**src/rtl/network_requester_interface.sv**
```systemverilog
// network_requester_interface: turns single-outstanding core loads/stores into router packets and returns load data or timeout errors
// Core side   : reqValid/reqReady/reqWrite/reqAddress/reqData in, rspValid/rspData/rspError out
// Router out  : destinationAddressOut, requesterAddressOut, readOut, writeOut, dataOut (one-cycle packets)
// Router in   : destinationAddressIn, requesterAddressIn, readIn, writeIn, dataIn
// Status      : droppedCount counts incoming packets not consumed as the awaited response (saturates at 255)
module network_requester_interface #(
   parameter int NET_ADDR_W     = 4,
   parameter int BANK_ADDR_W    = 8,
   parameter int DATA_W         = 32,
   parameter int TIMEOUT_CYCLES = 16,
   parameter int MAX_RETRIES    = 1
) (
   input  logic                          clk,
   input  logic                          reset,
   input  logic [NET_ADDR_W-1:0]         localAddress,
   input  logic                          reqValid,
   output logic                          reqReady,
   input  logic                          reqWrite,
   input  logic [NET_ADDR_W+BANK_ADDR_W-1:0] reqAddress,
   input  logic [DATA_W-1:0]             reqData,
   output logic                          rspValid,
   output logic [DATA_W-1:0]             rspData,
   output logic                          rspError,
   output logic [7:0]                    droppedCount,
   output logic [NET_ADDR_W+BANK_ADDR_W-1:0] destinationAddressOut,
   output logic [NET_ADDR_W-1:0]         requesterAddressOut,
   output logic                          readOut,
   output logic                          writeOut,
   output logic [DATA_W-1:0]             dataOut,
   input  logic [NET_ADDR_W+BANK_ADDR_W-1:0] destinationAddressIn,
   input  logic [NET_ADDR_W-1:0]         requesterAddressIn,
   input  logic                          readIn,
   input  logic                          writeIn,
   input  logic [DATA_W-1:0]             dataIn
);
   localparam int AW = NET_ADDR_W + BANK_ADDR_W;
   localparam int TW = $clog2(TIMEOUT_CYCLES);
   localparam int RW = $clog2(MAX_RETRIES + 1) + 1;
   typedef enum logic [1:0] {IDLE, SEND, WAIT, RESP} state_t;
   state_t state, nxt;
   logic live;
   logic wr;
   logic [AW-1:0] addr;
   logic [DATA_W-1:0] data;
   logic [TW-1:0] timer;
   logic [RW-1:0] retries;
   logic send, hit, expire, retry;
   // live keeps reqReady low while reset is held, even though the state register already reads IDLE
   assign reqReady = live && state == IDLE;
   assign rspValid = state == RESP;
   assign send = state == SEND;
   assign destinationAddressOut = send ? addr : '0;
   assign requesterAddressOut = send ? localAddress : '0;
   assign writeOut = send && wr;
   assign readOut = send && !wr;
   assign dataOut = send && wr ? data : '0;
   assign hit = state == WAIT && writeIn && destinationAddressIn[AW-1 -: NET_ADDR_W] == localAddress
                && requesterAddressIn == addr[AW-1 -: NET_ADDR_W];
   // a response arriving in the expiry cycle still wins
   assign expire = state == WAIT && !hit && timer == TW'(TIMEOUT_CYCLES - 1);
   assign retry = retries < RW'(MAX_RETRIES);
   always_ff @(posedge clk or negedge reset)
      if (!reset) state <= IDLE;
      else state <= nxt;
   always_comb begin
      nxt = state;
      case (state)
         IDLE: nxt = reqValid && reqReady ? SEND : IDLE;
         SEND: nxt = wr ? RESP : WAIT;
         WAIT: nxt = hit ? RESP : expire ? (retry ? SEND : RESP) : WAIT;
         default: nxt = IDLE;
      endcase
   end
   always_ff @(posedge clk or negedge reset)
      if (!reset) begin
         live <= 1'b0;
         wr <= 1'b0;
         addr <= '0;
         data <= '0;
         timer <= '0;
         retries <= '0;
         rspData <= '0;
         rspError <= 1'b0;
         droppedCount <= '0;
      end else begin
         live <= 1'b1;
         if (state == IDLE && reqValid && reqReady) begin
            wr <= reqWrite;
            addr <= reqAddress;
            data <= reqData;
            retries <= '0;
         end
         if (send) timer <= '0;
         if (state == WAIT && !hit && !expire) timer <= timer + 1'b1;
         if (expire && retry) retries <= retries + 1'b1;
         if (hit) begin
            rspData <= dataIn;
            rspError <= 1'b0;
         end
         if (expire && !retry) begin
            rspData <= '0;
            rspError <= 1'b1;
         end
         if (send && wr) begin
            rspData <= '0;
            rspError <= 1'b0;
         end
         if ((readIn || writeIn) && !hit && droppedCount != 8'hFF) droppedCount <= droppedCount + 1'b1;
      end
endmodule

```
**config.mk**
```make
export PLATFORM = sky130hd
export DESIGN_NAME = network_requester_interface
export DESIGN_NICKNAME = d
export VERILOG_FILES = /design/src/rtl/network_requester_interface.sv
export SDC_FILE = /design/constraint.sdc
export NUM_CORES = 1
export LEC_CHECK = 0
export CAP_MARGIN = 20
export CORE_ASPECT_RATIO = 0.5
export CORE_MARGIN = 10
export CORE_UTILIZATION = 42
export CTS_CLUSTER_SIZE = 24
export DETAILED_ROUTE_END_ITERATION = 10
export PLACE_DENSITY = 0.8
export SETUP_SLACK_MARGIN = 0.15
export SYNTH_ARGS = -nofsm -noshare
export SYNTH_HDL_FRONTEND = slang
export SYNTH_SLANG_ARGS = --single-unit
export TNS_END_PERCENT = 20
```
**constraint.sdc**
```tcl
create_clock -name clk -period 2.1 [get_ports clk]
set_clock_uncertainty 0.15 [all_clocks]
set_input_delay 0.42 -clock clk [delete_from_list [all_inputs] [get_ports clk]]
set_output_delay 0.42 -clock clk [all_outputs]
set_load 0.02 [all_outputs]
```
== After elaboration in Yosys (flattened, before gate mapping) ==
Cells that the tools add are included.

* Latch bits: 0
* Bits in read-only memories: 0
* Output and inout port bits: 93
* Memory bits (writable): 0
* Memories kept: 0
* Register bits: 95
* Input port bits: 102
* Logic and storage cells: 65

* Bitwise operators: 0
* Shifts and indexed selects: 0
* Reductions and logical operators: 25
* Mux-type cells: 19
* Eq/ne operators: 7
* Add/subtract/negate cells: 3
* Magnitude comparators: 1
* Multiply operators: 0
* Div/mod/pow operators: 0

{| class="wikitable"
|+ Operators with widths
! operator !! count
|-
| $mux W32 || 4
|-
| $logic_and A1 B1 Y1 || 16
|-
| $mux W12 || 1
|-
| $mux W4 || 3
|-
| $mux W2 || 5
|-
| $add A8 B1 Y8 const B || 1
|-
| $eq A4 B4 Y1 || 2
|-
| $ne A8 B8 Y1 const B || 1
|-
| $pmux W2 S3 || 1
|-
| $mux W1 || 5
|-
| $add A4 B1 Y4 const B || 1
|-
| $eq A2 B2 Y1 const B || 2
|-
| $eq A4 B4 Y1 const B || 1
|-
| $logic_not A1 Y1 || 4
|-
| $reduce_bool A2 Y1 || 2
|-
| $reduce_bool A3 Y1 || 1
|-
| $add A2 B1 Y2 const B || 1
|-
| $eq A2 B1 Y1 const B || 1
|-
| $logic_not A2 Y1 || 1
|-
| $lt A2 B1 Y1 const B || 1
|-
| $logic_or A1 B1 Y1 || 1
|}

== Longest topological paths before layout ==
* Depth after elaboration: 10
* Mapped depth: 7
* Depth with buffers taken out: 6

== Worst setup path after synthesis ==
No wires, ideal clock.

* Path kind: reg2reg
* Start: register state[0]
* End: register addr[10]
* Cell stages (with the launch flop): 6
* Slack: 0.219 ns
* Data arrival time: 1.606 ns
* Library setup time: 0.125 ns
* Data required time: 1.825 ns
* Buffers on the path: 2
* Period minus slack after synthesis: 1.881 ns
* Path through: dfrtp_1 -> nor3b_2 -> and2_2 -> buf_6 -> buf_4 -> mux2_2

* Cells in the longest elaborated chain, start to end: 3
* Elaborated cells on any way between the ends: 4
* Those cells by class: reduce/logical: 4

{| class="wikitable"
|+ Ends and longest elaborated chain
! what !! RTL line !! text
|-
| start, declared || 40 || <nowiki>state_t state, nxt;</nowiki>
|-
| start signal, assigned || 64 || <nowiki>else state <= nxt;</nowiki>
|-
| $logic_not A2 Y1 || 49 || <nowiki>assign reqReady = live && state == IDLE;</nowiki>
|-
| $logic_and A1 B1 Y1 || 49 ||
|-
| net reqReady || 17 || <nowiki>output logic reqReady,</nowiki>
|-
| $logic_and A1 B1 Y1 || 87 || <nowiki>if (state == IDLE && reqValid && reqReady) begin</nowiki>
|-
| end signal, assigned || 89 || <nowiki>addr <= reqAddress;</nowiki>
|-
| end, declared || 43 || <nowiki>logic [AW-1:0] addr;</nowiki>
|}

The timed path passes the listed nets, and every way through them passes these cells.
A chain may end at the register's enable or synchronous reset.

== Worst setup path in the final report ==
* Start: register state[1]
* End: output port dataOut[11]

* Cells in the longest elaborated chain, start to end: 3

{| class="wikitable"
|+ Ends and longest elaborated chain
! what !! RTL line !! text
|-
| $eq A2 B1 Y1 || 51 || <nowiki>assign send = state == SEND;</nowiki>
|-
| $logic_and A1 B1 Y1 || 56 || <nowiki>assign dataOut = send && wr ? data : '0;</nowiki>
|-
| $mux W32 || 56 ||
|-
| end, declared || 29 || <nowiki>output logic [DATA_W-1:0] dataOut,</nowiki>
|}

Every way passes these cells.

==> metrics <==
run status=finished clean; metal1 wirelength=5240 microns; Seq/Total Area, Yosys=53.1%; overall routed net length=13,100 microns; WL met2=6840 microns; layout cell share with drive strength beyond 1=27.3%; unrepaired setup endpoints after global routing=yes; worst path cell trace=nor2b_4 -> buf_4 -> buf_16 -> and3_1 -> buf_2; Netlist cell types=48; setup_tns=0 ns; die outline width=166 microns; required time of the worst setup path=1.53 ns; Final Cycle Share=99.7%; CTS Buf Count=9; Clock Path Buffers=2; CP max stage delay=0.40 ns; post-route cell area=6880 sq um; Synthesized Nets=504; top area cells in the synthesized netlist=dfrtp_1 53%, mux2_2 11%, nand2_1 5.9%; Via density=4.98; CTS root buf=clkbuf_16; Fmax achieved=0.477 GHz; Max H-tree Level=3; TritonCTS clock tree=yes; HPWL Detailed=9810 microns; first-pass GRT wire length=21,200 microns; GRT Total Usage=16.6%; Buf/Inv on CP=3; post-layout min period=2.09 ns; share of the synthesized area in the top cell type=53.1%; Peak VDD IR=516 uV; total power draw=0.00701 W; Avg WL per Cell=17.6 microns; Nets=705; Max-cap violations=0; clk slew on worst S/H paths=0.06 ns; Die Footprint=15,400 sq um; post-route ant nets=0; ys flop type=dfrtp_1; largest area contributor in the netlist=dfrtp_1; CP arrival=1.52 ns; Final Wtd Congestion=0.815; top sig layer=met4; WL met3=883 microns; Crit. End Element=output pin; synthesized cell area=4470 sq um; number of synthesized flops with an enable pin=0; Hold Crit Class=reg -> reg; Setup crit start kind=flip-flop; I/O Pins=195; initial DRC count=240; die height=93.0 microns; async set-reset flop share out of synthesis=100%; PwrDens=1020 nW/um^2; delay-heaviest family, CP=buffers and inverters; IO Port Bufs=186; Syn Area/Cell=11.2 sq um; Initial Utilization=43.4%; final setup vio count=0; drt first pass iters=4; Synth Warn #=0; fin cells=745; largest net degree at the start of global routing=46; Mapped Cells=399; leakage=3.27 nW; Core Rows=26; Crit Path Max Fanout=11; Cell Area, Placed=6630 sq um; area growth from synthesis to layout=53.7%; CP max-delay cell=dfrtp_1; hold violation total from the final report=0; initial antenna violation count=0; FF+latch count, synth=95; vias=3,712; gr ovfl total=0; clk_lat worst skew=0.34 ns; DP Cell Count=725; Crit Path Class=reg -> out; CTS sink count=95; diodes inserted=0; vias in the first global route=3,884; Core ar.=10,300 sq um; DRC=0; Slew Viols, Final=0
-- what timing repair did --
action	4_1_cts	5_1_grt
endpoints found under the hold margin	23	0
gates cloned	1	0
pin swaps	0	3
setup endpoints to repair	60	117
hold buffers	1	0
gates resized for setup	235	6
setup buffers	2	0
-- power breakdown --
group | switching (W) | internal, W
Sequential | 0.000393 | 0.00244
Clock | 0.000698 | 0.000797
Combinational | 0.00125 | 0.00143
-- per-layer routing --
metal	vias up	GRT usage, %
met1	1835	19.2
met4	0	3.59
li1	1776	-
met3	10	5.72
met2	91	29.4
met5	-	0
-- registers in the layout (all words and copies together) (netlist names) --
| signal | flops |
|---|---|
| data | 32 |
| rspData | 32 |
| addr | 12 |
| droppedCount | 8 |
| timer | 4 |
| retries | 2 |
| state | 2 |
| live | 1 |
| rspError | 1 |
| wr | 1 |
-- cell usage in the layout (no fill, tap or decap), drive strengths merged, types with 2 or more instances in the layout --
| master | netlist | final |
|---|---|---|
| nand4 | 5 | 5 |
| nand3 | 39 | 39 |
| dlygate4sd2 | 0 | 7 |
| xnor2 | 11 | 11 |
| ha | 3 | 3 |
| buf | 17 | 67 |
| clkdlybuf4s50 | 0 | 126 |
| a22o | 3 | 3 |
| and4 | 3 | 3 |
| clkbuf | 8 | 10 |
| nor2b | 2 | 2 |
| and2 | 19 | 19 |
| clkdlybuf4s15 | 0 | 14 |
| xor2 | 3 | 3 |
| nor3 | 7 | 7 |
| a21oi | 2 | 2 |
| nand2 | 70 | 70 |
| nor2 | 6 | 6 |
| mux2 | 48 | 48 |
| or2 | 2 | 2 |
| and3 | 38 | 38 |
| inv | 2 | 2 |
| a31oi | 6 | 6 |
| clkinvlp | 0 | 3 |
| clkinv | 0 | 3 |
| dfrtp | 95 | 95 |
-- metrics by stage --
step                      setup slack, ns  hold slack (ns)  util [%]
final                             0.00545            0.338      66.7
after global routing              -0.0935            0.366      66.7
after CTS                        -0.00560            0.342      66.5
after detailed placement           -0.173            0.213      64.3
after global placement             -0.151            0.203      64.3
after floorplan                     0.219          -0.0256         -
-- worst reg2reg max path, cell delays in order, from the launching register on --
cell and delay (ns):
dfrtp_1 0.40, buf_4 0.20, and2b_2 0.24, and3_4 0.19
nand3_4 0.10, buf_12 0.17, a21oi_1 0.09, or3_1 0.36
-- cell usage after synthesis, types with 2 or more instances --
| library cell | instances |
|---|---|
| xnor2_1 | 7 |
| a22o_1 | 3 |
| xor2_1 | 3 |
| xnor2_2 | 4 |
| mux2_1 | 2 |
| clkbuf_1 | 8 |
| nand3_1 | 38 |
| inv_1 | 2 |
| and2_1 | 18 |
| buf_4 | 10 |
| nand4_1 | 4 |
| and4_1 | 2 |
| buf_6 | 2 |
| nor3_1 | 4 |
| and3_1 | 36 |
| dfrtp_1 | 95 |
| a21oi_1 | 2 |
| nor3_4 | 2 |
| ha_1 | 3 |
| and3_4 | 2 |
| a31oi_1 | 5 |
| nor2_1 | 4 |
| buf_2 | 5 |
| nand2_1 | 70 |
| mux2_2 | 45 |
-- cells by family (layout without fill, tap and decap cells) --
logic type	count (synthesis)	count (layout)	synth area share, %
adder cells (fa/ha/maj)	3	3	0.839
AO/OA/AOI/OAI	14	14	2.60
AND/OR/NAND/NOR	197	197	24.2
XOR/XNOR	14	14	3.41
other	1	1	0.0838
buffers and inverters	27	233	3.58
flip-flops	95	95	53.1
multiplexers	48	48	12.2
-- layout make-up --
type	count	area, sq um
Clock buffer	10	229
Clock inverter	6	37.5
Fill cell	809	3430
Inverter	2	7.51
Multi-Input combinational cell	277	1960
Sequential cell	95	2380
Tap cell	140	175
Timing Repair Buffer	215	2090
-- worst paths after layout --
check                      cells after the start  startpoint  slack [ns]     endpoint
setup / recovery                               5    state[1]       0.005  dataOut[11]
hold / removal                                 2  rspData[5]        0.34   rspData[5]
setup reg to reg                               7    state[1]        0.08     state[0]
hold reg to reg                                2  rspData[5]        0.34   rspData[5]
max in group asynchronous                      3       reset        0.82     data[21]
min in group asynchronous                      2       reset        0.41      addr[1]
(Power assumes the default switching activity.)
